==> src/rtl/regfile_pkg.sv <==
// regfile_pkg: shared FSM encoding and default geometry for the register-file write port.
package regfile_pkg;

    typedef enum logic {
        RUN   = 1'b0,
        CLEAR = 1'b1
    } state_e;

    localparam int DEF_WIDTH = 32;
    localparam int DEF_SIZE  = 5;

endpackage

==> src/rtl/regfile_write_port_addr_decoder.sv <==
// addr_decoder: maps a SIZE-bit address plus enable to a 2**SIZE one-hot vector.
module addr_decoder #(
    parameter int SIZE = 5
) (
    input  logic [SIZE-1:0]      addr,
    input  logic                 en,
    output logic [2**SIZE-1:0]   onehot
);

    always_comb begin
        onehot       = '0;
        onehot[addr] = en;
    end

endmodule

==> src/rtl/regfile_write_port.sv <==
// regfile_write_port: 32-entry register file write port with a one-register-per-cycle clear sweep.
// Define REG_ZERO_LOCK_EN to hard-wire q0 to zero (writes to address 0 still report wr_done).
module regfile_write_port
    import regfile_pkg::*;
#(
    parameter int WIDTH = DEF_WIDTH,
    parameter int SIZE  = DEF_SIZE
) (
    input  logic             clk,
    input  logic             reset,
    input  logic             wr_valid,
    output logic             wr_ready,
    input  logic [SIZE-1:0]  wr_addr,
    input  logic [WIDTH-1:0] wr_data,
    input  logic             clr_req,
    output logic             busy,
    output logic             wr_done,
    output logic [WIDTH-1:0] q0,
    output logic [WIDTH-1:0] q1,
    output logic [WIDTH-1:0] q2,
    output logic [WIDTH-1:0] q3,
    output logic [WIDTH-1:0] q4,
    output logic [WIDTH-1:0] q5,
    output logic [WIDTH-1:0] q6,
    output logic [WIDTH-1:0] q7,
    output logic [WIDTH-1:0] q8,
    output logic [WIDTH-1:0] q9,
    output logic [WIDTH-1:0] q10,
    output logic [WIDTH-1:0] q11,
    output logic [WIDTH-1:0] q12,
    output logic [WIDTH-1:0] q13,
    output logic [WIDTH-1:0] q14,
    output logic [WIDTH-1:0] q15,
    output logic [WIDTH-1:0] q16,
    output logic [WIDTH-1:0] q17,
    output logic [WIDTH-1:0] q18,
    output logic [WIDTH-1:0] q19,
    output logic [WIDTH-1:0] q20,
    output logic [WIDTH-1:0] q21,
    output logic [WIDTH-1:0] q22,
    output logic [WIDTH-1:0] q23,
    output logic [WIDTH-1:0] q24,
    output logic [WIDTH-1:0] q25,
    output logic [WIDTH-1:0] q26,
    output logic [WIDTH-1:0] q27,
    output logic [WIDTH-1:0] q28,
    output logic [WIDTH-1:0] q29,
    output logic [WIDTH-1:0] q30,
    output logic [WIDTH-1:0] q31
);

    localparam int NREG = 2**SIZE;

    state_e           state_q, state_d;
    logic [SIZE-1:0]  cnt_q, cnt_d;
    logic [WIDTH-1:0] regs_q [NREG];
    logic [WIDTH-1:0] regs_d [NREG];
    logic             wr_done_q, wr_done_d;
    logic             accept;
    logic [NREG-1:0]  wr_en;

    assign wr_ready = state_q == RUN;
    assign busy     = state_q == CLEAR;
    assign wr_done  = wr_done_q;
    assign accept   = wr_valid && wr_ready;

    addr_decoder #(.SIZE(SIZE)) u_addr_decoder (
        .addr   (wr_addr),
        .en     (accept),
        .onehot (wr_en)
    );

    // The write is applied before the sweep so a same-edge write+clear is later zeroed.
    always_comb begin
        state_d   = state_q;
        cnt_d     = '0;
        regs_d    = regs_q;
        wr_done_d = accept;
        for (int i = 0; i < NREG; i++)
            if (wr_en[i]) regs_d[i] = wr_data;
        if (state_q == RUN) begin
            if (clr_req) state_d = CLEAR;
        end else begin
            regs_d[cnt_q] = '0;
            cnt_d         = cnt_q + 1'b1;
            if (&cnt_q) state_d = RUN;
        end
`ifdef REG_ZERO_LOCK_EN
        regs_d[0] = '0;
`endif
    end

    always_ff @(posedge clk or negedge reset) begin
        if (!reset) begin
            state_q   <= RUN;
            cnt_q     <= '0;
            wr_done_q <= 1'b0;
            regs_q    <= '{default: '0};
        end else begin
            state_q   <= state_d;
            cnt_q     <= cnt_d;
            wr_done_q <= wr_done_d;
            regs_q    <= regs_d;
        end
    end

    assign q0  = regs_q[0];
    assign q1  = regs_q[1];
    assign q2  = regs_q[2];
    assign q3  = regs_q[3];
    assign q4  = regs_q[4];
    assign q5  = regs_q[5];
    assign q6  = regs_q[6];
    assign q7  = regs_q[7];
    assign q8  = regs_q[8];
    assign q9  = regs_q[9];
    assign q10 = regs_q[10];
    assign q11 = regs_q[11];
    assign q12 = regs_q[12];
    assign q13 = regs_q[13];
    assign q14 = regs_q[14];
    assign q15 = regs_q[15];
    assign q16 = regs_q[16];
    assign q17 = regs_q[17];
    assign q18 = regs_q[18];
    assign q19 = regs_q[19];
    assign q20 = regs_q[20];
    assign q21 = regs_q[21];
    assign q22 = regs_q[22];
    assign q23 = regs_q[23];
    assign q24 = regs_q[24];
    assign q25 = regs_q[25];
    assign q26 = regs_q[26];
    assign q27 = regs_q[27];
    assign q28 = regs_q[28];
    assign q29 = regs_q[29];
    assign q30 = regs_q[30];
    assign q31 = regs_q[31];

endmodule
==> config.mk <==
export PLATFORM = sky130hd
export DESIGN_NAME = regfile_write_port
export DESIGN_NICKNAME = d
export VERILOG_FILES = /design/src/rtl/regfile_pkg.sv /design/src/rtl/regfile_write_port_addr_decoder.sv /design/src/rtl/regfile_write_port.sv
export SDC_FILE = /design/constraint.sdc
export NUM_CORES = 2
export LEC_CHECK = 0
export CORE_AREA = 2 2 413 415
export DETAILED_ROUTE_END_ITERATION = 8
export DIE_AREA = 0 0 415 417
export GPL_ROUTABILITY_DRIVEN = 0
export GPL_TIMING_DRIVEN = 0
export PLACE_DENSITY = 0.46
export RECOVER_POWER = 50
export SLEW_MARGIN = 20
export SYNTH_ARGS = -nofsm -noshare
export SYNTH_HDL_FRONTEND = slang
export SYNTH_HIERARCHICAL = 1
export SYNTH_SLANG_ARGS = --single-unit
==> constraint.sdc <==
create_clock -name clk -period 5.7 [get_ports clk]
set_input_delay 1.14 -clock clk [delete_from_list [all_inputs] [get_ports clk]]
set_output_delay 1.14 -clock clk [all_outputs]
set_load 0.01 [all_outputs]
==> results.json <==
{
  "synth-seq-cells": 1031,
  "drive_gt1_frac": 0.111,
  "synthFlopType": "dfrtp_1",
  "synth.area.top_cells": "dfrtp_1 58%, mux2i_1 23%, a21oi_1 11%, buf_2 2.8%, buf_6 1.8%",
  "grt_remaining_overflow": 0,
  "crit_buf_inv": 4,
  "drcViolationCount": 0,
  "io_buffers": 1067,
  "start_util": 0.263,
  "insertion_delay_ns": 0.78,
  "hold_violations": 0,
  "cts_buffer_depth": 3,
  "die_h_um": 417,
  "cts-root-buf": "clkbuf_16",
  "path_max_fanout": 111,
  "synth_cells": 3614,
  "cts_tree": "yes",
  "vias_per_cell": 4.94,
  "num_rows": 151,
  "yosysSeqAreaShare": 0.581,
  "tightest_slew_ns": 2.60,
  "reg2reg_slack_ns": 2.20,
  "clock-sinks": 1031,
  "num-nets-final": 4859,
  "yosysUniqueCellTypes": 33,
  "grt_max_degree": 128,
  "synth_top_cell_area_share": 0.581,
  "slowest_stage": "clkbuf_2",
  "fillers": 16796,
  "routedWlPerCell_um": 33.3,
  "report.final.setup_viol": 0,
  "drv_cap": 1,
  "dpl.cell_count": 6908,
  "clkTransAtPathRegs_ns": 0.06,
  "cts.repair.resized": 0,
  "critPathLaunchType": "input port",
  "dieArea_mm2": 0.173,
  "postCtsSetupBuffers": 0,
  "cp.arrival_ns": 4.54,
  "numCtsBuffers": 121,
  "drtIter0Drc": 2834,
  "crit_path_frequent_cell": "buf_16",
  "ioPinCount": 1068,
  "ys_warn_count": 6,
  "synth.cell_area_mm2": 0.0444,
  "syn_area_per_cell_um2": 12.3,
  "powerDensity_mw_per_mm2": 339,
  "crit_path_end_kind": "asynchronous set/reset pin",
  "place_hpwl_um": 174000,
  "crit_family": "buffers and inverters",
  "synth.most_common_cell": "dfrtp_1",
  "fin_crit_ns": 3.73,
  "ys_async_sr_fraction": 1.00,
  "drt-total-wl_um": 238000,
  "grt_pass1_wl_um": 320000,
  "cts_hold_buf": 0,
  "required_ns": 6.51,
  "maxSlewViolCount": 90,
  "die_w_um": 415,
  "htree_levels": 3,
  "layout_setup_ws_ns": 1.97,
  "rsz0062_at_grt": "no",
  "violations": "max-capacitance violations, max-slew violations",
  "dr.pass1.iters": 5,
  "fmax_mhz": 268,
  "critPathKind": "in -> async",
  "period_share": 0.655,
  "synth_edf_count": 0,
  "grt_pass1_vias": 35218,
  "groute.usage.overall": 0.266,
  "r2r-end": "q19[9]",
  "dp_slack_ns": 1.69,
  "synth_commonest_cells": "1,031 x dfrtp_1, 1,025 x mux2i_1, 1,014 x a21oi_1",
  "max-slew-margin-rel": -0.735,
  "status": "complete, but fails checks",
  "core_mm2": 0.169,
  "stdcell_count": 7143,
  "peakVddDrop_v": 0.000264,
  "vias": 35320,
  "setup_tns_ns": 0,
  "critPathMaxStageDelay_ns": 1.83,
  "area_growth_pct": 40.0,
  "syn-num-nets": 3660,
  "worstPathCellList": "buf_16 > clkbuf_2 > buf_16 > buf_16",
  "rr_startpoint": "busy",
  "leakage_uw": 0.0271,
  "ant_nets": 0,
  "yosys.area.top_type": "dfrtp_1",
  "ff2ff_path_depth": 8,
  "antenna_found_initial": 43,
  "worst_clock_skew_ns": 0.0537,
  "worstHoldPathType": "in -> async"
}
report_power, final:
part | switching [µW] | internal [µW]
Combinational | 3810 | 1440
Clock | 3420 | 4600
Sequential | 204 | 7630
how the worst max path moves through the flow:
stage | slack (ns) | to | cells past startpoint | start
final | 1.97 | q17[19] | 4 | reset
after global routing | 1.46 | q17[19] | 4 | reset
after CTS | 2.26 | wr_ready | 3 | busy
after detailed placement | 1.69 | q27[3] | 8 | wr_valid
after global placement | -48.29 | q19[15] | 1 | reset
after floorplan | 2.82 | q3[10] | 7 | wr_valid
cell families after synthesis:
logic type                 Yosys count  share of synthesized area
DFF                               1031                      0.581
AOI/OAI and AO/OA                 1025                      0.116
muxes                             1025                      0.231
buffers and inverters              457                     0.0608
and+or+nand+nor                     70                    0.00896
adders and majority gates            5                    0.00141
xor gates and xnor gates             1                   0.000197
per-layer routing:
layer	vias up	global-route usage	routed length, µm
met2	1396	0.457	119000
met5	-	0	50
li1	15248	-	-
met4	6	0.107	9610
met1	18382	0.324	95000
met3	288	0.0564	14300
per-stage QoR:
| step | area [µm²] | hold WS, ns | total power [µW] | util |
|---|---|---|---|---|
| final | 62200 | 0.277 | 21100 | 0.369 |
| after global routing | 62200 | 0.256 | 21900 | 0.369 |
| after CTS | 62200 | 0.239 | 21400 | 0.369 |
| after detailed placement | 58100 | 0.517 | 13300 | 0.345 |
| after global placement | 57900 | 0.504 | 13300 | 0.343 |
| after floorplan | 44400 | 0.469 | 10300 | - |
cell type report:
| type | count | area, µm² | share of cell area |
|---|---|---|---|
| clock buffers | 175 | 3560 | 0.0573 |
| plain buffers | 454 | 2650 | 0.0426 |
| inverters | 3 | 11.3 | 0.000181 |
| diodes | 13 | 32.5 | 0.000523 |
| clock inverters | 47 | 517 | 0.00831 |
| multi-input cells | 2126 | 15900 | 0.256 |
| well taps | 2218 | 2780 | 0.0446 |
| flip-flops and latches | 1031 | 25800 | 0.415 |
| repair buffers | 1076 | 10900 | 0.176 |
worst reg2reg max path, stage by stage, from the launching register on:
cell and delay, ns:
dfrtp_1 0.45, clkbuf_1 0.26, nor2b_1 0.53, nand4bb_1 0.37
nor2_1 0.19, clkbuf_1 0.82, buf_2 0.48, mux2i_1 0.23
a21oi_1 0.07
placed cells by master (no fill, tap or decap), types with 4 or more instances in the layout:
| cell type | synthesis | layout |
|---|---|---|
| buf_16 | 0 | 9 |
| clkinv_16 | 0 | 4 |
| buf_4 | 35 | 35 |
| buf_2 | 246 | 207 |
| clkbuf_16 | 0 | 121 |
| diode_2 | 0 | 13 |
| dlygate4sd3_1 | 0 | 395 |
| a21oi_1 | 1014 | 1014 |
| and3_1 | 4 | 4 |
| nand2b_1 | 4 | 4 |
| buf_6 | 69 | 69 |
| nor2_1 | 35 | 35 |
| clkdlybuf4s50_1 | 0 | 671 |
| dfrtp_1 | 1031 | 1031 |
| clkbuf_8 | 0 | 33 |
| clkbuf_1 | 102 | 154 |
| ha_1 | 5 | 5 |
| clkbuf_2 | 0 | 9 |
| mux2i_1 | 1025 | 1025 |
| clkinv_2 | 0 | 30 |
| bufinv_16 | 0 | 6 |
| a21oi_2 | 10 | 10 |
| and3b_1 | 5 | 5 |
Note: power is estimated with default switching activity, not from simulation.
